### src/rtl/datapath_decode_pkg.sv
// rtl/datapath_decode_pkg.sv - shared types, widths and opcode encodings for the decode stage
package datapath_decode_pkg;

    localparam int NUM_REGS    = 8;
    localparam int REG_IDX_W   = 3;
    localparam int DATA_W      = 16;
    localparam int IF_ID_WIDTH = 32;

    // Opcode encodings (instr[4:0]); anything else decodes as a nop.
    localparam logic [4:0] OP_MV   = 5'h00;  // rx <= ry
    localparam logic [4:0] OP_ADD  = 5'h01;  // rx <= rx + ry
    localparam logic [4:0] OP_SUB  = 5'h02;  // rx <= rx - ry
    localparam logic [4:0] OP_AND  = 5'h03;  // rx <= rx & ry
    localparam logic [4:0] OP_MVI  = 5'h04;  // rx <= sext(imm8)
    localparam logic [4:0] OP_MVHI = 5'h05;  // rx[15:8] <= imm8, low byte kept
    localparam logic [4:0] OP_ADDI = 5'h06;  // rx <= rx + sext(imm8)
    localparam logic [4:0] OP_LD   = 5'h07;  // rx <= mem[ry]
    localparam logic [4:0] OP_ST   = 5'h08;  // mem[ry] <= rx
    localparam logic [4:0] OP_BZ   = 5'h09;  // if rx == 0: pc += sext(imm8)
    localparam logic [4:0] OP_J    = 5'h0A;  // pc += sext(imm11)
    localparam logic [4:0] OP_CALL = 5'h0B;  // r7 <= pc+2; pc += sext(imm11)
    localparam logic [4:0] OP_JR   = 5'h0C;  // pc <= rx

    typedef struct packed {
        logic                 valid;
        logic [DATA_W-1:0]    pc_plus2;
        logic [DATA_W-1:0]    rx_val;
        logic [DATA_W-1:0]    ry_val;
        logic [DATA_W-1:0]    imm;
        logic [REG_IDX_W-1:0] rx;
        logic [REG_IDX_W-1:0] ry;
        logic [REG_IDX_W-1:0] rd;
        logic [4:0]           opcode;
        logic                 reg_write;
        logic                 mem_read;
        logic                 mem_write;
        logic                 use_imm;
        logic                 is_branch;
        logic                 is_call;
    } id_ex_t;

    localparam int ID_EX_WIDTH = $bits(id_ex_t);

    function automatic logic [DATA_W-1:0] sext8(input logic [7:0] v);
        return {{8{v[7]}}, v};
    endfunction

    function automatic logic [DATA_W-1:0] sext11(input logic [10:0] v);
        return {{5{v[10]}}, v};
    endfunction

endpackage

### src/rtl/datapath_decode_if.sv
// rtl/datapath_decode_if.sv - fetch/execute/writeback-facing signal bundle of the decode stage
interface datapath_decode_if;
    import datapath_decode_pkg::*;

    logic [IF_ID_WIDTH-1:0] IF_ID;
    logic                   if_valid;
    logic                   flush;
    logic                   ex_valid;
    logic                   ex_mem_read;
    logic [REG_IDX_W-1:0]   ex_rd;
    logic                   wb_en;
    logic [REG_IDX_W-1:0]   wb_rd;
    logic [DATA_W-1:0]      wb_data;
    logic                   stall;
    id_ex_t                 ID_EX;

    // Surrounding pipeline side: drives fetch/EX/WB information, observes stall and ID_EX.
    modport master (
        output IF_ID, if_valid, flush, ex_valid, ex_mem_read, ex_rd,
               wb_en, wb_rd, wb_data,
        input  stall, ID_EX
    );

    // Decode stage side.
    modport slave (
        input  IF_ID, if_valid, flush, ex_valid, ex_mem_read, ex_rd,
               wb_en, wb_rd, wb_data,
        output stall, ID_EX
    );

endinterface

### src/rtl/datapath_decode_regfile.sv
// rtl/datapath_decode_regfile.sv - 8x16 register file, two async read ports with write bypass
module regfile_8x16
    import datapath_decode_pkg::*;
(
    input  logic                 clk,
    input  logic                 reset,
    input  logic [REG_IDX_W-1:0] rd_addr_a_i,
    output logic [DATA_W-1:0]    rd_data_a_o,
    input  logic [REG_IDX_W-1:0] rd_addr_b_i,
    output logic [DATA_W-1:0]    rd_data_b_o,
    input  logic                 wr_en_i,
    input  logic [REG_IDX_W-1:0] wr_addr_i,
    input  logic [DATA_W-1:0]    wr_data_i
);

    logic [DATA_W-1:0] mem_q [NUM_REGS];

    // Storage: reset clears every entry; r0 is an ordinary writable register.
    always_ff @(posedge clk) begin
        if (reset) begin
            mem_q <= '{default: '0};
        end else if (wr_en_i) begin
            mem_q[wr_addr_i] <= wr_data_i;
        end
    end

    // Read ports: a write landing this cycle is forwarded so decode never sees the stale value.
    always_comb begin
        rd_data_a_o = mem_q[rd_addr_a_i];
        rd_data_b_o = mem_q[rd_addr_b_i];
        if (wr_en_i && (wr_addr_i == rd_addr_a_i)) begin
            rd_data_a_o = wr_data_i;
        end
        if (wr_en_i && (wr_addr_i == rd_addr_b_i)) begin
            rd_data_b_o = wr_data_i;
        end
    end

endmodule

### src/rtl/datapath_decode.sv
// rtl/datapath_decode.sv - ID stage: field decode, register read, load-use stall, ID_EX register
module datapath_decode
    import datapath_decode_pkg::*;
(
    input  logic         clk,
    input  logic         reset,
    datapath_decode_if.slave bus
);

    logic [DATA_W-1:0]    instr;
    logic [DATA_W-1:0]    pc_plus2;
    logic [4:0]           opcode;
    logic [REG_IDX_W-1:0] rx_idx;
    logic [REG_IDX_W-1:0] ry_idx;
    logic [7:0]           imm8;
    logic [10:0]          imm11;
    logic [DATA_W-1:0]    rx_val;
    logic [DATA_W-1:0]    ry_val;

    logic                 reg_write_c;
    logic                 mem_read_c;
    logic                 mem_write_c;
    logic                 use_imm_c;
    logic                 is_branch_c;
    logic                 is_call_c;
    logic                 uses_rx_c;
    logic                 uses_ry_c;
    logic [DATA_W-1:0]    imm_c;
    logic [REG_IDX_W-1:0] rd_c;
    logic                 hazard;
    logic                 stall_c;

    id_ex_t               id_ex_d;
    id_ex_t               id_ex_q;

    assign pc_plus2 = bus.IF_ID[15:0];
    assign instr    = bus.IF_ID[31:16];
    assign opcode   = instr[4:0];
    assign rx_idx   = instr[7:5];
    assign ry_idx   = instr[10:8];
    assign imm8     = instr[15:8];
    assign imm11    = instr[15:5];

    regfile_8x16 u_regfile (
        .clk         (clk),
        .reset       (reset),
        .rd_addr_a_i (rx_idx),
        .rd_data_a_o (rx_val),
        .rd_addr_b_i (ry_idx),
        .rd_data_b_o (ry_val),
        .wr_en_i     (bus.wb_en),
        .wr_addr_i   (bus.wb_rd),
        .wr_data_i   (bus.wb_data)
    );

    // Opcode decode: control bits, which source registers are really consumed, and the immediate.
    always_comb begin
        reg_write_c = 1'b0;
        mem_read_c  = 1'b0;
        mem_write_c = 1'b0;
        use_imm_c   = 1'b0;
        is_branch_c = 1'b0;
        is_call_c   = 1'b0;
        uses_rx_c   = 1'b0;
        uses_ry_c   = 1'b0;
        imm_c       = '0;
        rd_c        = rx_idx;
        case (opcode)
            OP_MV: begin
                reg_write_c = 1'b1;
                uses_ry_c   = 1'b1;
            end
            OP_ADD, OP_SUB, OP_AND: begin
                reg_write_c = 1'b1;
                uses_rx_c   = 1'b1;
                uses_ry_c   = 1'b1;
            end
            OP_MVI: begin
                reg_write_c = 1'b1;
                use_imm_c   = 1'b1;
                imm_c       = sext8(imm8);
            end
            OP_MVHI: begin
                // EX merges the new high byte with the old low byte, so rx is a source.
                reg_write_c = 1'b1;
                use_imm_c   = 1'b1;
                uses_rx_c   = 1'b1;
                imm_c       = {imm8, 8'h00};
            end
            OP_ADDI: begin
                reg_write_c = 1'b1;
                use_imm_c   = 1'b1;
                uses_rx_c   = 1'b1;
                imm_c       = sext8(imm8);
            end
            OP_LD: begin
                reg_write_c = 1'b1;
                mem_read_c  = 1'b1;
                uses_ry_c   = 1'b1;
            end
            OP_ST: begin
                mem_write_c = 1'b1;
                uses_rx_c   = 1'b1;
                uses_ry_c   = 1'b1;
            end
            OP_BZ: begin
                is_branch_c = 1'b1;
                use_imm_c   = 1'b1;
                uses_rx_c   = 1'b1;
                imm_c       = sext8(imm8);
            end
            OP_J: begin
                is_branch_c = 1'b1;
                use_imm_c   = 1'b1;
                imm_c       = sext11(imm11);
            end
            OP_CALL: begin
                // Link register is fixed: PC+2 goes to r7.
                is_branch_c = 1'b1;
                is_call_c   = 1'b1;
                reg_write_c = 1'b1;
                use_imm_c   = 1'b1;
                imm_c       = sext11(imm11);
                rd_c        = 3'd7;
            end
            OP_JR: begin
                is_branch_c = 1'b1;
                uses_rx_c   = 1'b1;
            end
            default: begin
                rd_c = rx_idx;
            end
        endcase
    end

    // Load-use detection: the load in EX has no data yet, so hold fetch one cycle. A flush wins.
    always_comb begin
        hazard  = (uses_rx_c && (bus.ex_rd == rx_idx)) ||
                  (uses_ry_c && (bus.ex_rd == ry_idx));
        stall_c = bus.if_valid && bus.ex_valid && bus.ex_mem_read && hazard && !bus.flush;
    end

    assign bus.stall = stall_c;

    // Next ID_EX: a fully-zero bubble on flush, stall or an empty slot, otherwise the decode.
    always_comb begin
        id_ex_d = '0;
        if (bus.if_valid && !bus.flush && !stall_c) begin
            id_ex_d.valid     = 1'b1;
            id_ex_d.pc_plus2  = pc_plus2;
            id_ex_d.rx_val    = rx_val;
            id_ex_d.ry_val    = ry_val;
            id_ex_d.imm       = imm_c;
            id_ex_d.rx        = rx_idx;
            id_ex_d.ry        = ry_idx;
            id_ex_d.rd        = rd_c;
            id_ex_d.opcode    = opcode;
            id_ex_d.reg_write = reg_write_c;
            id_ex_d.mem_read  = mem_read_c;
            id_ex_d.mem_write = mem_write_c;
            id_ex_d.use_imm   = use_imm_c;
            id_ex_d.is_branch = is_branch_c;
            id_ex_d.is_call   = is_call_c;
        end
    end

    // ID_EX pipeline register.
    always_ff @(posedge clk) begin
        if (reset) begin
            id_ex_q <= '0;
        end else begin
            id_ex_q <= id_ex_d;
        end
    end

    assign bus.ID_EX = id_ex_q;

endmodule

### src/flat_wrapper.sv
// flat-port wrapper written by rule: the top's interface ports become plain ports
module datapath_decode_flat import datapath_decode_pkg::*;
  (clk, reset, bus_IF_ID, bus_if_valid, bus_flush, bus_ex_valid, bus_ex_mem_read, bus_ex_rd, bus_wb_en, bus_wb_rd, bus_wb_data, bus_stall, bus_ID_EX);
  datapath_decode_if bus_i ();
  input  logic clk;
  input  logic reset;
  input wire logic [$bits(bus_i.IF_ID)-1:0] bus_IF_ID;
  input wire logic [$bits(bus_i.if_valid)-1:0] bus_if_valid;
  input wire logic [$bits(bus_i.flush)-1:0] bus_flush;
  input wire logic [$bits(bus_i.ex_valid)-1:0] bus_ex_valid;
  input wire logic [$bits(bus_i.ex_mem_read)-1:0] bus_ex_mem_read;
  input wire logic [$bits(bus_i.ex_rd)-1:0] bus_ex_rd;
  input wire logic [$bits(bus_i.wb_en)-1:0] bus_wb_en;
  input wire logic [$bits(bus_i.wb_rd)-1:0] bus_wb_rd;
  input wire logic [$bits(bus_i.wb_data)-1:0] bus_wb_data;
  output wire logic [$bits(bus_i.stall)-1:0] bus_stall;
  output wire logic [$bits(bus_i.ID_EX)-1:0] bus_ID_EX;
  assign bus_i.IF_ID = bus_IF_ID;
  assign bus_i.if_valid = bus_if_valid;
  assign bus_i.flush = bus_flush;
  assign bus_i.ex_valid = bus_ex_valid;
  assign bus_i.ex_mem_read = bus_ex_mem_read;
  assign bus_i.ex_rd = bus_ex_rd;
  assign bus_i.wb_en = bus_wb_en;
  assign bus_i.wb_rd = bus_wb_rd;
  assign bus_i.wb_data = bus_wb_data;
  assign bus_stall = bus_i.stall;
  assign bus_ID_EX = bus_i.ID_EX;
  datapath_decode u_core (.clk(clk), .reset(reset), .bus(bus_i));
endmodule
### config.mk
export PLATFORM = sky130hd
export DESIGN_NAME = datapath_decode_flat
export DESIGN_NICKNAME = d
export VERILOG_FILES = /design/src/rtl/datapath_decode_pkg.sv /design/src/rtl/datapath_decode_if.sv /design/src/rtl/datapath_decode_regfile.sv /design/src/rtl/datapath_decode.sv /design/src/flat_wrapper.sv
export SDC_FILE = /design/constraint.sdc
export NUM_CORES = 1
export LEC_CHECK = 0
export CAP_MARGIN = 30
export CORE_MARGIN = 2
export CORE_UTILIZATION = 59
export DETAILED_ROUTE_END_ITERATION = 7
export PLACE_DENSITY_LB_ADDON = 0.12
export SYNTH_ARGS = -nofsm -noshare
export SYNTH_HDL_FRONTEND = slang
export SYNTH_SLANG_ARGS = --single-unit
### constraint.sdc
create_clock -name clk -period 2.6 [get_ports clk]
set_input_delay 0.26 -clock clk [delete_from_list [all_inputs] [get_ports clk]]
set_output_delay 0.26 -clock clk [all_outputs]
set_load 0.005 [all_outputs]
# Word level (Yosys, flattened, before mapping)
# Index checks and enable logic that the tools add are counted.
# Widths: inputs -> output; s select.
[totals]
in_bits = 61
word_cells = 92
out_inout_bits = 86
regBits = 213
[classes]
eq_ne = 16
mux = 22
bitwise = 4
n_lt_le_gt_ge = 4
n_reduce_logical = 23
[ops]
columns = ["operator", "count"]
rows = [
  ["$bwmux 128", 1],
  ["$mux 16", 7],
  ["$bmux 16 s3", 2],
  ["$mux 85", 1],
  ["$demux 16 s3", 1],
  ["$pmux 16 s3", 1],
  ["$eq 5x4->1 const B", 5],
  ["$eq 5x3->1 const B", 4],
  ["$eq 3x3->1", 4],
  ["$ge 4x4->1 const B", 3],
  ["$not 3->4", 3],
  ["$reduce_or 6->1", 2],
  ["$logic_and 1x1->1", 11],
  ["$eq 5x2->1 const B", 2],
  ["$reduce_or 9->1", 1],
  ["$mux 1", 8],
  ["$reduce_or 8->1", 1],
  ["$eq 5x1->1 const B", 1],
  ["$logic_not 5->1", 1],
  ["$lt 4x1->1 const B", 1],
  ["$reduce_or 2->1", 2],
  ["$reduce_or 4->1", 1],
  ["$mux 3", 1],
  ["$reduce_or 3->1", 1],
  ["other kinds (3)", 4],
]

# Longest topological paths before layout
# Gate-level depths: netlist (run 1).
[logic_depth]
depth_word = 11
depth_mapped = 7
mapped_depth_nobuf = 4

# Cells and area by module
# Synthesis (run 1) repeated with hierarchy kept, for this count alone.
[unflattened]
cells_unflattened = 998
hier_area_um2 = 10146.0
[modules_own_cells]
columns = ["mod", "instances", "area_each_um2", "seq_area_each_um2", "cells_each"]
rows = [
  ["regfile_8x16", 1, 7319.5, 2562.5, 747],
  ["datapath_decode", 1, 2826.5, 1701.6, 251],
]

# Least setup slack after synthesis (run 1)
# Ideal clock, no wire load.
[synth_path]
path_type = "input to register"
startpoint = "in bus_IF_ID[25]"
endpoint = "reg u_core.id_ex_q, in the netlist u_core.bus.ID_EX[57]"
setup_ps = 157
required_time_ps = 2443
cell_stages = 7
arrival_ps = 1353
setup_slack_ps = 1090
n_path_buf = 3
path_cell_list = "buf_4 > xor2_1 > nor4_1 > and3b_1 > buf_6 > buf_6 > a2111oi_2"
[synth_via]
elab_chain_cells = 9
[synth_rtl]
columns = ["element", "line_no", "text"]
rows = [
  ["start, declared", "flat_wrapper.sv:7", "input wire logic [$bits(bus_i.IF_ID)-1:0] bus_IF_ID;"],
  ["$eq 3x3->1", "datapath_decode.sv:139", "(uses_ry_c && (bus.ex_rd == ry_idx));"],
  ["$logic_and 1x1->1", "datapath_decode.sv:139", ""],
  ["$logic_or 1x1->1", "datapath_decode.sv:138", "hazard = (uses_rx_c && (bus.ex_rd == rx_idx)) ||"],
  ["$logic_and 1x1->1 (2 in series)", "datapath_decode.sv:140", "stall_c = bus.if_valid && bus.ex_valid && bus.ex_mem_read && hazard && !bus.flush;"],
  ["$logic_not 1->1", "datapath_decode.sv:148", "if (bus.if_valid && !bus.flush && !stall_c) begin"],
  ["$logic_and 1x1->1", "datapath_decode.sv:148", ""],
  ["$not 1->1 (no source line)", "-", ""],
  ["$reduce_or 2->1 (no source line)", "-", ""],
  ["end signal, assigned", "datapath_decode.sv:172", "id_ex_q <= id_ex_d;"],
  ["end, declared", "datapath_decode.sv:34", "id_ex_t id_ex_q;"],
]
# No other way between the ends.
# A chain may end at the register's enable or synchronous reset.

# Worst setup path after layout (run 1)
[layout_path]
startpoint = "in bus_ex_rd[1]"
endpoint = "out bus_stall"
[layout_via]
elab_chain_cells = 5
word_cells_on_any_way = 7
cone_classes = "eq/ne: 2; reduce/logical: 5"
[layout_rtl]
columns = ["element", "line_no", "text"]
rows = [
  ["start, declared", "flat_wrapper.sv:12", "input wire logic [$bits(bus_i.ex_rd)-1:0] bus_ex_rd;"],
  ["$eq 3x3->1, on equally long branches", "datapath_decode.sv:138, datapath_decode.sv:139", ""],
  ["$logic_and 1x1->1, on equally long branches", "datapath_decode.sv:138, datapath_decode.sv:139", ""],
  ["$logic_or 1x1->1 *", "datapath_decode.sv:138", ""],
  ["$logic_and 1x1->1 * (2 in series)", "datapath_decode.sv:140", ""],
  ["end, declared", "flat_wrapper.sv:16", "output wire logic [$bits(bus_i.stall)-1:0] bus_stall;"],
]
# Every way passes the cells marked *; elsewhere a longest branch is shown, timed or not.

==> run_results.csv, run 1 <==
group,metric,value,unit
global_routing,grt_max_degree,83,
timing,hold_violations,0,
setup_path,rrSetupSlack,1.13,ns
yosys,yosys_most_used_dff,"dfxtp_1",
yosys,synthesis.nets,1068,
clock_network,cts_root_buffer,"clkbuf_16",
yosys,ys_warn_count,0,
floorplanning,core-area,16500,um2
clock_network,hold_buffers,0,
floorplanning,die_w,134,um
floorplanning,die_height,134,um
setup_path,worstPathArrival,2.14,ns
global_routing,grt_pass1_wl,40.9,mm
routing,postRouteAntennaNets,0,
finish,drive_gt1_share,15.3,%
setup_path,crit_fanout,2,
clock_network,cts.sinks,213,
setup_path,worstSetupPathType,"in -> out",
clock_network,cts_tree,"built",
run_status,status,"complete, no violations",
clock_network,cts_resized,0,
finish,fin_util,73.0,%
routing,drc,0,
global_routing,antenna_found_initial,1,
clock_network,clk_latency,0.50,ns
floorplanning,start_util,60.2,%
min_path,min_path_cells,3,
floorplanning,ios,147,
global_routing,overflow,0,
timing,slew_headroom,42.8,%
timing,finalSetupViolations,0,
timing,worst_pin_slew,0.858,ns
yosys,synth_seq_cells,213,
yosys,syn_area_per_cell,9.87,um2
pwr,power_leakage,4.08,nW
setup_path,worstReg2RegStart,"u_core.u_regfile.mem_q[84]",
floorplanning,die_area,17900,um2
finish,num-nets-final,1180,
global_routing,gr-usage-all-layers,29.2,%
finish,n_fill_cell,1222,
yosys,syn_area,9940,um2
setup_path,worstPathRequired,2.34,ns
routing,routedWlPerCell,19.4,um
min_path,min_from,"reset",
routing,totalWireLength,26.2,mm
timing,finalMaxSlewViolations,0,
place,gp_congestion,0.838,
timing,rsz0062_at_grt,"no",
setup_path,critPathLaunchType,"input port",
min_path,hold_path.class,"in -> reg",
min_path,hold_end,"u_core.bus.ID_EX[10]",
routing,via_count,8007,
clock_network,cts_max_level,1,
place,port-buffer-count,146,
timing,fmax,0.416,GHz
global_routing,grt_pass1_vias,7505,
timing,finalCritPeriodShare,92.5,%
clock_network,clock_path_buffers,3,
clock_network,clkTransAtPathRegs,0.05,ns
timing,tns,0,ns
pwr,max-vdd-ir-drop,0.597,mV
yosys,synth_edf_count,0,
yosys,ys_types,49,
yosys,synth_cells,1007,
job,drv_cap,0,
place,dpl.hpwl,16.6,mm
setup_path,crit_path_end_kind,"primary output",
yosys,synthArstFlopShare,0,%
yosys,synth-seq-area-share,42.9,%
floorplanning,rows,47,
routing,drt_pass1_iterations,5,
pwr,powerDensity,585,nW/um2
timing,skew,0.0165,ns
routing,post_drt_via_cell_ratio,5.92,
setup_path,reg2reg_depth,3,
clock_network,cts_setup_buffers,0,
clock_network,cts_inserted_buffers,22,
timing,fin_crit,2.40,ns
setup_path,timing.rr.end,"u_core.bus.ID_EX[40]",
routing,drt_iter0_drc,579,
finish,syn_to_final_growth,21.3,%
placed cells by master (no fill, tap or decap), drive strengths merged:
master         count
o21bai             1
a2111o             2
a21oi            132
and2               1
nand4bb            1
buf               48
and3b              2
a22oi              9
a211oi             6
nand2            274
o211ai             1
nand3b             1
a2111oi           32
nor4               3
nand3              4
o21a               1
nor2              50
clkdlybuf4s50    141
bufinv             1
o22ai              1
mux4              64
clkinv             3
xnor2             10
nand2b             4
and4b              1
nor3              17
nor3b             29
o21ai              2
diode              1
nand4              4
xor2               3
mux2i             32
nand4b             1
inv                1
or3b               1
dfxtp            213
clkbuf            33
nor2b              3
report_power, final:
part	internal (mW)	total, mW	switching [mW]
clock	1.77	3.00	1.23
sequential	3.33	3.36	0.0346
combinational	0.317	0.696	0.378
total	5.42	7.06	1.64
state kept, by name, summed over array words and instances (netlist names):
signal	cells
u_core.u_regfile.mem_q	128
u_core.bus.ID_EX	85
how the worst max path moves through the flow:
stage / start / to / slack [ns]
after detailed placement: bus_ex_rd[1] / bus_stall / 0.19
after global routing: bus_ex_rd[1] / bus_stall / 0.09
after global placement: bus_ex_rd[1] / bus_stall / 0.19
final: bus_ex_rd[1] / bus_stall / 0.20
after CTS: bus_ex_rd[1] / bus_stall / 0.19
after floorplan: bus_IF_ID[25] / u_core.bus.ID_EX[57] / 1.09
cell families (layout without fill, tap and decap cells):
group                     Yosys count  count (layout)  share of synthesized area, %
DFF                               213             213                          42.9
AOI/OAI and AO/OA                 187             187                          13.3
xor gates and xnor gates           13              13                          1.15
buffers and inverters             102             227                          7.15
other                               0               1                             0
muxes                              96              96                          18.1
and+or+nand+nor                   396             396                          17.3
cell usage after synthesis (5+ instances only):
master | n | area [um2]
buf_4 | 17 | 128
mux4_4 | 5 | 125
clkbuf_1 | 35 | 131
dfxtp_1 | 213 | 4260
mux2i_1 | 32 | 320
a2111oi_2 | 31 | 465
mux4_2 | 51 | 1150
nand2_1 | 274 | 1030
buf_6 | 14 | 158
nor3b_1 | 28 | 210
mux4_1 | 8 | 210
buf_2 | 21 | 105
a22oi_1 | 9 | 67.6
a21oi_1 | 131 | 656
nor3_1 | 15 | 75.1
clkbuf_8 | 7 | 96.3
nor2_1 | 50 | 188
a211oi_1 | 6 | 45.0
xnor2_1 | 10 | 87.6
layer usage:
layer,routed length (um),track usage [%],up-vias
met5,0,0,-
met4,741,9.75,0
met3,2690,6.50,62
met2,12600,48.7,366
met1,10200,37.8,3804
li1,-,-,3775
area by class of cell:
cell class / count / area (um2) / share of cell area (%)
multi-input combinational: 692 / 4980 / 41.3
sequential: 213 / 4260 / 35.3
timing repair buffer: 189 / 1860 / 15.4
clock buffer: 33 / 633 / 5.25
tap: 220 / 275 / 2.28
clock inverter: 4 / 45.0 / 0.373
inverter: 1 / 3.75 / 0.0311
antenna: 1 / 2.50 / 0.0207
critical path: stages:
cell and delay [ns]:
clkdlybuf4s50_1 0.53, xnor2_1 0.14, nand4_1 0.14, a2111o_1 0.41, a21oi_1 0.14, clkdlybuf4s50_1 0.52
per-stage QoR:
step / hold WS, ns / area [um2] / instances / setup slack (ns) / power, mW
final: 0.175 / 12100 / 1353 / 0.195 / 7.06
after global routing: 0.175 / 12100 / 1353 / 0.0930 / 7.28
after CTS: 0.165 / 12100 / 1352 / 0.185 / 7.09
after detailed placement: 0.458 / 11400 / 1315 / 0.189 / 4.12
after global placement: 0.448 / 11400 / 1315 / 0.189 / 4.11
after floorplan: 0.405 / 9940 / 1007 / 1.09 / 3.88
Note: power is estimated with default switching activity, not from simulation.
==> run 2, diff against run 1 <==
--- a/config.mk
+++ b/config.mk
@@ -6,10 +6,10 @@
 export NUM_CORES = 1
 export LEC_CHECK = 0
 export CAP_MARGIN = 30
-export CORE_MARGIN = 2
 export CORE_UTILIZATION = 59
 export DETAILED_ROUTE_END_ITERATION = 7
 export PLACE_DENSITY_LB_ADDON = 0.12
 export SYNTH_ARGS = -nofsm -noshare
 export SYNTH_HDL_FRONTEND = slang
 export SYNTH_SLANG_ARGS = --single-unit
+export TNS_END_PERCENT = 10
==> run_results.csv, run 2 (synthesis results as in run 1) <==
group,metric,value,unit
finish,layout_commonest_cell,"nand2_1",
timing,fmax,0.403,GHz
floorplanning,die_w,132,um
floorplanning,die_height,132,um
routing,drt_iter0_drc,672,
setup_path,crit_path_end_kind,"primary output",
clock_network,cts_setup_buffers,0,
clock_network,clk_latency,0.49,ns
timing,finalSetupViolations,0,
setup_path,cp_top_family,"buffers and inverters",
setup_path,worstPathArrival,2.22,ns
pwr,powerDensity,599,nW/um2
floorplanning,die_area,17400,um2
timing,skew,0.00664,ns
floorplanning,core-area,16500,um2
clock_network,cts_resized,0,
timing,fin_crit,2.48,ns
routing,totalWireLength,26.2,mm
setup_path,cp_cell_sequence,"clkdlybuf4s50_1 -> xnor2_1 -> nand4_1 -> a2111o_1 -> a21oi_1 -> clkdlybuf4s50_1",
run_status,status,"complete, no violations",
floorplanning,rows,47,
pwr,max-vdd-ir-drop,0.446,mV
global_routing,grt_max_degree,55,
timing,hold_ws,0.200,ns
finish,largest_reg_flops,128,
clock_network,clock_path_buffers,3,
finish,syn_to_final_growth,21.9,%
routing,drc,0,
setup_path,worst-path-buf-inv,2,
pwr,power_leakage,4.11,nW
setup_path,crit_fanout,2,
setup_path,worst_path_max_delay_cell,"clkdlybuf4s50_1",
finish,num-nets-final,1179,
clock_network,cts_max_level,1,
finish,num_antenna_cells,0,
finish,final_cell_mix,"274 x nand2_1, 213 x dfxtp_1, 141 x clkdlybuf4s50_1",
global_routing,overflow,0,
min_path,hold_path.class,"in -> reg",
setup_path,crit_top_cell,"clkdlybuf4s50_1",
finish,largest-register,"u_core.u_regfile.mem_q",
global_routing,antenna_found_initial,0,
routing,drt_pass1_iterations,7,
clock_network,cts.sinks,213,
routing,via_count,8027,
setup_path,worstPathRequired,2.34,ns
floorplanning,start_util,60.2,%
routing,postRouteAntennaNets,0,
routing,post_drt_via_cell_ratio,5.93,
clock_network,hold_buffers,0,
global_routing,grt_pass1_wl,42.1,mm
timing,slew_headroom,56.8,%
place,placedCellCount,1314,
finish,drive_gt1_share,15.4,%
timing,tns,0,ns
floorplanning,ios,147,
global_routing,gr-usage-all-layers,30.7,%
timing,hold_violations,0,
clock_network,cts_inserted_buffers,22,
timing,rsz0062_at_grt,"no",
clock_network,cts_root_buffer,"clkbuf_16",
clock_network,cts_tree,"built",
timing,worst_pin_slew,0.643,ns
clock_network,clkTransAtPathRegs,0.06,ns
job,drv_cap,0,
setup_path,worstSetupPathType,"in -> out",
setup_path,critPathLaunchType,"input port",
setup_path,slowest_delay,0.55,ns
routing,routedWlPerCell,19.4,um
place,gp_congestion,0.872,
timing,finalMaxSlewViolations,0,
timing,finalCritPeriodShare,95.5,%
place,dpl.hpwl,16.7,mm
finish,stdcell_count,1353,
place,port-buffer-count,146,
global_routing,grt_pass1_vias,7620,
==> run 2: cell count changes in the layout (fill, tap and decap cells not counted) <==
cell       delta
clkbuf_1      -1
clkinv_2      +1
buf_4         -1
diode_2       -1
bufinv_16     +2
==> run 2: path summary, 6_finish.rpt <==
check	startpoint	endpoint	slack (ns)	cells past startpoint
max	bus_ex_rd[1]	bus_stall	0.12	6
max reg2reg	u_core.u_regfile.mem_q[4]	u_core.bus.ID_EX[40]	1.12	3
min	reset	u_core.u_regfile.mem_q[112]	0.20	2
min reg2reg	u_core.u_regfile.mem_q[67]	u_core.u_regfile.mem_q[67]	0.46	2
==> run 2: final cells by class <==
cell class / count / area, um2
multi-input cells: 692 / 4980
repair buffers: 188 / 1850
flip-flops and latches: 213 / 4260
well taps: 220 / 275
clock inverters: 7 / 110
clock buffers: 32 / 629
fillers: 1210 / 4410
inverters: 1 / 3.75
==> run 2: power breakdown <==
group          switching (mW)  internal [mW]
logic                   0.378          0.315
registers              0.0354           3.33
clock network            1.23           1.97
==> run 2: routing by layer <==
layer	global-route usage [%]	part of all wire, %	up-vias
met4	9.37	2.5	0
met1	40.4	40	3804
met2	51.8	49	395
met3	5.38	8.8	57
met5	0	0	-
li1	-	-	3771
==> run 2: per-stage QoR <==
step | utilization [%] | area, um2 | power, mW | worst slack, ns
2_1_floorplan | - | 9940 | 3.88 | 1.09
3_3_place_gp | 68.8 | 11400 | 4.11 | 0.104
3_5_place_dp | 68.8 | 11400 | 4.12 | 0.106
4_1_cts | 73.3 | 12100 | 7.29 | 0.101
5_1_grt | 73.3 | 12100 | 7.51 | 0.0486
6_report | 73.3 | 12100 | 7.26 | 0.118
==> run 3, diff against run 2 <==
--- a/config.mk
+++ b/config.mk
@@ -6,9 +6,11 @@
 export NUM_CORES = 1
 export LEC_CHECK = 0
 export CAP_MARGIN = 30
+export CORE_MARGIN = 8
 export CORE_UTILIZATION = 59
 export DETAILED_ROUTE_END_ITERATION = 7
 export PLACE_DENSITY_LB_ADDON = 0.12
+export SKIP_LAST_GASP = 1
 export SYNTH_ARGS = -nofsm -noshare
 export SYNTH_HDL_FRONTEND = slang
 export SYNTH_SLANG_ARGS = --single-unit
==> run_results.csv, run 3 (synthesis results as in run 1) <==
group,metric,value,unit
finish,syn_to_final_growth,22.0,%
finish,largest_reg_flops,128,
finish,num_antenna_cells,0,
clock_network,cts.sinks,213,
routing,post_drt_via_cell_ratio,6.01,
floorplanning,core-area,16500,um2
setup_path,crit_top_cell,"clkdlybuf4s50_1",
routing,postRouteAntennaNets,0,
place,gp_congestion,0.825,
clock_network,clock_path_buffers,3,
timing,worst_pin_slew,0.624,ns
global_routing,grt_pass1_wl,43.7,mm
routing,totalWireLength,27.7,mm
setup_path,critPathLaunchType,"input port",
min_path,min_from,"reset",
timing,hold_ws,0.188,ns
finish,largest-register,"u_core.u_regfile.mem_q",
clock_network,clkTransAtPathRegs,0.06,ns
routing,drc,0,
clock_network,hold_buffers,0,
floorplanning,die_area,21300,um2
global_routing,gr-usage-all-layers,25.2,%
clock_network,clk_latency,0.51,ns
routing,via_count,8128,
routing,drt_pass1_iterations,6,
job,drv_cap,0,
run_status,status,"complete, no violations",
global_routing,antenna_found_initial,0,
finish,layout_commonest_cell,"nand2_1",
timing,finalMaxSlewViolations,0,
setup_path,reg2reg_depth,3,
floorplanning,rows,47,
setup_path,crit_fanout,2,
routing,routedWlPerCell,20.5,um
timing,finalCritPeriodShare,90.8,%
setup_path,timing.rr.end,"u_core.bus.ID_EX[39]",
timing,finalSetupViolations,0,
timing,tns,0,ns
timing,hold_violations,0,
floorplanning,die_w,146,um
global_routing,grt_pass1_vias,7914,
clock_network,cts_max_level,1,
timing,setup_ws,0.240,ns
floorplanning,die_height,146,um
floorplanning,start_util,60.2,%
global_routing,overflow,0,
finish,drive_gt1_share,15.7,%
min_path,hold_path.class,"in -> reg",
setup_path,worstSetupPathType,"in -> out",
clock_network,cts_tree,"built",
pwr,total_power,7.32,mW
pwr,max-vdd-ir-drop,0.507,mV
clock_network,cts_root_buffer,"clkbuf_16",
finish,final_cell_mix,"274 x nand2_1, 213 x dfxtp_1, 141 x clkdlybuf4s50_1",
min_path,hold_end,"u_core.bus.ID_EX[10]",
finish,num-nets-final,1179,
clock_network,cts_resized,0,
clock_network,cts_inserted_buffers,22,
timing,slew_headroom,58.2,%
global_routing,grt_max_degree,129,
place,port-buffer-count,146,
setup_path,cp_cell_sequence,"clkdlybuf4s50_1 -> xnor2_1 -> nand4_1 -> a2111o_1 -> a21oi_1 -> clkdlybuf4s50_1",
place,dp_slack,0.230,ns
setup_path,crit_path_end_kind,"primary output",
setup_path,worstReg2RegStart,"u_core.u_regfile.mem_q[83]",
routing,drt_iter0_drc,755,
timing,rsz0062_at_grt,"no",
finish,n_fill_cell,1196,
place,dpl.hpwl,16.9,mm
min_path,min_path_cells,3,
finish,fin_util,73.4,%
pwr,power_leakage,4.12,nW
timing,skew,0.0152,ns
clock_network,cts_setup_buffers,0,
setup_path,worst_path_max_delay_cell,"clkdlybuf4s50_1",
timing,fmax,0.424,GHz
setup_path,worstPathRequired,2.34,ns
pwr,powerDensity,603,nW/um2
floorplanning,ios,147,
setup_path,worstPathArrival,2.10,ns
setup_path,rrSetupSlack,1.12,ns
setup_path,slowest_delay,0.53,ns
timing,fin_crit,2.36,ns
run 3: cell count changes in the layout (fill, tap and decap cells not counted):
| cell | delta |
|---|---|
| clkbuf_1 | -4 |
| clkinv_2 | -1 |
| bufinv_16 | -1 |
| clkbuf_8 | +5 |
run 3: worst max-delay path: cells and delay by family:
kind | cells | cell delay, ns
XOR/XNOR | 1 | 0.14
AND/OR/NAND/NOR | 1 | 0.13
buffers and inverters | 2 | 1.04
AO/OA/AOI/OAI | 2 | 0.53
run 3: area by class of cell:
type / count / area [um2] / area share (%)
clock inverter: 5 / 75.1 / 0.619
clock buffer: 33 / 683 / 5.63
tap: 220 / 275 / 2.27
timing repair buffer: 188 / 1850 / 15.3
inverter: 1 / 3.75 / 0.0309
sequential: 213 / 4260 / 35.1
multi-input combinational: 692 / 4980 / 41.0
run 3: worst max path at each step:
stage                             start              endpoint  slack (ns)  cells past startpoint
final                      bus_ex_rd[2]             bus_stall        0.24                      6
after CTS                  bus_ex_rd[2]             bus_stall        0.23                      6
after floorplan           bus_IF_ID[25]  u_core.bus.ID_EX[57]        1.09                      7
after global placement    bus_IF_ID[22]             bus_stall        0.25                      6
after global routing       bus_ex_rd[2]             bus_stall        0.11                      6
after detailed placement   bus_ex_rd[2]             bus_stall        0.23                      6
run 3: per-stage QoR:
stage | instance area (um2) | instances
2_1_floorplan | 9940 | 1007
3_3_place_gp | 11400 | 1314
3_5_place_dp | 11400 | 1314
4_1_cts | 12100 | 1352
5_1_grt | 12100 | 1352
6_report | 12100 | 1352
run 3: per-layer routing:
metal	GRT usage, %	share of wire [%]
met5	0	0
met4	7.81	2.1
met3	5.57	9.8
met2	41.1	47
met1	32.7	41
run 3: power breakdown:
part	total, mW	internal [mW]	switching [mW]
Combinational	0.700	0.318	0.382
Clock	3.26	2.00	1.25
Sequential	3.36	3.33	0.0352
Total	7.32	5.65	1.67
==> patch: new RTL, flow settings as in run 2 <==
Make the reset (`reset`) asynchronous in 2 clocked blocks.
--- a/src/rtl/datapath_decode_regfile.sv
+++ b/src/rtl/datapath_decode_regfile.sv
@@ -18,3 +18,3 @@
     // Storage: reset clears every entry; r0 is an ordinary writable register.
-    always_ff @(posedge clk) begin
+    always_ff @(posedge clk or posedge reset) begin
         if (reset) begin
--- a/src/rtl/datapath_decode.sv
+++ b/src/rtl/datapath_decode.sv
@@ -167,3 +167,3 @@
     // ID_EX pipeline register.
-    always_ff @(posedge clk) begin
+    always_ff @(posedge clk or posedge reset) begin
         if (reset) begin
Function: differs if reset is asserted again (counterexample within 4 cycles, from zero or initial values and one cycle with reset high); with reset held inactive, the same outputs for 4 cycles.
==> patch against run 2 <==
Area after synthesis up 3.2%; routed wire length down 2.3%; final area rose by 5.2%; setup slack better by 250 ps; sequential cell count did not move; utilization grew 2.7 points; non-clock buffer count did not move; maximum frequency rose by 11%; count of clock-buffer cells in the layout down 1.
Power is not compared: it rests on default switching activity, and its combinational part moved more than twofold at a synthesized area within 25%.
==> patch: results (changes against run 2) <==
Setup path
  – Slowest cell on the critical path: sky130_fd_sc_hd__clkdlybuf4s50_1
  – CP peak stage delay: 480 ps (-70 ps)
  – Top fanout value on the critical path: 2 (unchanged)
  – Cell family with most CP delay: buffers and inverters
  – Arrival time of the worst setup path: 1970 ps (-250 ps)

STA
  – Worst-margin pin slew: 669 ps (+25.7 ps)
  – Largest clock skew in the final design: 7.34 ps (+0.706 ps)
  – Final number of hold-violating endpoints: 0 (unchanged)

Status
  – Status: completed

GRT
  – Via count of the first global-routing pass: 7326 (-3.9%)
  – Wire length of the first global-routing pass: 40400 um (-4.0%)
  – Largest net degree at the start of global routing: 84 (+53%)
  – Tot GR Track Use: 29.7% (-1.0 points)
  – Number of antenna violations at the first check in global routing: 0 (unchanged)

Clocking
  – H-tree depth: 1 (unchanged)
  – Source-to-sink clock delay at the later pin of the worst-skew pair: around 500 ps
  – Number of clock buffers inserted by TritonCTS: 22 (unchanged)
  – Clock tree root driver cell: sky130_fd_sc_hd__clkbuf_16
  – Clock transition at the registers of the reported paths: 60 ps (about the same)
  – Maximum root-to-sink buffer count: 3 (unchanged)

Detailed routing
  – Initial detailed-routing violation count: 452 (-33%)
  – Via count normalized by instance count: 6.35 (+7.0%)
  – Remaining routing DRC violations: 0 (unchanged)
  – Overall routed net length: 25600 um (-2.3%)
  – Initial DRT Pass Iterations: 5 (-2)

Logic synthesis
  – Fraction of registers with async set/reset: 100% (+100 points)
  – Number of nets produced by synthesis: 800 (-25%)
  – Cells taking the most area after synthesis: sky130_fd_sc_hd__dfrtp_1 (52%), sky130_fd_sc_hd__mux2_2 (14%), sky130_fd_sc_hd__mux4_2 (14%)
  – Synthesis warning total: 0 (unchanged)
  – Proportion of synthesized chip area in sequential cells: 51.9% (+9.1 points)
  – Most frequent cells after synthesis: sky130_fd_sc_hd__dfrtp_1 (213), sky130_fd_sc_hd__mux2_2 (128), sky130_fd_sc_hd__mux4_2 (64)
  – Ys flop type: sky130_fd_sc_hd__dfrtp_1
  – Unique cell type count in the Yosys netlist: 44 (-10%)

Final layout
  – Count of filler cells inserted in the layout: 1017 (-16%)
  – Ant diodes: 0 (unchanged)
  – Net count of the finished layout: 933 (-21%)
  – Largest register FFs: 128 (unchanged)
  – Largest reg by FF count: u_core.u_regfile.mem_q
  – Share of layout cells above drive strength 1: 32.5% (+17 points)

Place
  – Placed Area: 12000 um2 (+5.4%)
  – GPL Wtd Cong: 0.883 (+1.3%)
  – Number of I/O port buffers: 146 (unchanged)
  – Total half-perimeter wirelength after legalization and detailed placement: 16200 um (-3.0%)

Pwr
  – Leakage dissipation: approximately 5.4 nW
  – Max rail drop VDD: approximately 0.53 mV
  – Internal power of the cells: 0.00689 W

Hold path
  – Hold Crit Class: in2async
==> patch: cell types whose count changed in the layout (fill, tap and decap cells not counted), sizes merged, moves of 32 or more <==
cell,delta
nand2,-243
dfrtp,+213
dfxtp,-213
mux2,+128
a21oi,-122
o21ai,+36
a2111oi,-32
==> patch: worst reg2reg max path: stages, from the launching register on <==
cell and delay [ps]:
sky130_fd_sc_hd__dfrtp_1 390, sky130_fd_sc_hd__mux4_2 480, sky130_fd_sc_hd__mux2i_1 190, sky130_fd_sc_hd__a211oi_1 140
==> patch: stage by stage <==
step | worst slack [ps] | hold slack, ps | instances
after CTS | 37.3 | 215 | 1105
after global routing | 318 | 228 | 1106
after global placement | 113 | 499 | 1067
after detailed placement | 3.61 | 511 | 1067
final | 372 | 204 | 1106
after floorplan | -430 | 368 | 739
==> patch: cells by family (layout without fill, tap and decap cells) <==
| family | Yosys count | in the layout | synth area share, % |
|---|---|---|---|
| flops | 213 | 213 | 51.9 |
| compound gates | 92 | 92 | 5.73 |
| buf+inv | 80 | 227 | 3.91 |
| simple gates | 117 | 117 | 6.08 |
| xor+xnor | 13 | 13 | 1.11 |
| mux | 224 | 224 | 31.2 |
==> patch: final timing paths <==
check	start	endpoint	slack [ps]	cells after the start
hold reg to reg	u_core.u_regfile.mem_q[24]	u_core.u_regfile.mem_q[24]	520	1
setup reg to reg	u_core.u_regfile.mem_q[73]	u_core.bus.ID_EX[61]	1260	3
hold / removal	reset	u_core.bus.ID_EX[7]	200	2
max in group asynchronous	reset	u_core.u_regfile.mem_q[35]	1690	3
setup / recovery	bus_IF_ID[23]	bus_stall	370	7
min in group clk	bus_IF_ID[2]	u_core.bus.ID_EX[70]	280	3
==> patch: power by group through the flow <==
stage	Sequential, W	Combinational (W)	Clock (W)
2_1_floorplan	0.00411	0.00124	0
3_3_place_gp	0.00415	0.00168	0
3_5_place_dp	0.00422	0.00174	0
4_1_cts	0.00416	0.00176	0.00327
5_1_grt	0.00423	0.00187	0.00341
6_report	0.00417	0.00175	0.00322
==> patch: timing repair <==
item | 4_1_cts | 5_1_grt
cloned | 0 | 0
pin swaps | 1 | 3
buffers inserted | 0 | 1
endpoints found under the setup margin | 1 | 1
resized for setup | 0 | 3
==> patch: per-layer routing <==
| metal | wire, um | vias up | GRT usage, % |
|---|---|---|---|
| li1 | - | 3003 | - |
| met1 | 10100 | 3633 | 39.0 |
| met3 | 1600 | 78 | 4.01 |
| met2 | 13000 | 307 | 50.5 |
| met4 | 959 | 0 | 11.9 |
| met5 | 0 | - | 0 |
==> patch: final cells by class <==
type                       instances  area (um2)  share of cell area, %
tap                              220         275                   2.16
timing repair buffer             188        1850                   14.5
inverter                           1        7.51                 0.0589
clock inverter                     7         110                  0.864
multi-input combinational        446        4550                   35.7
clock buffer                      31         626                   4.91
sequential                       213        5330                   41.8
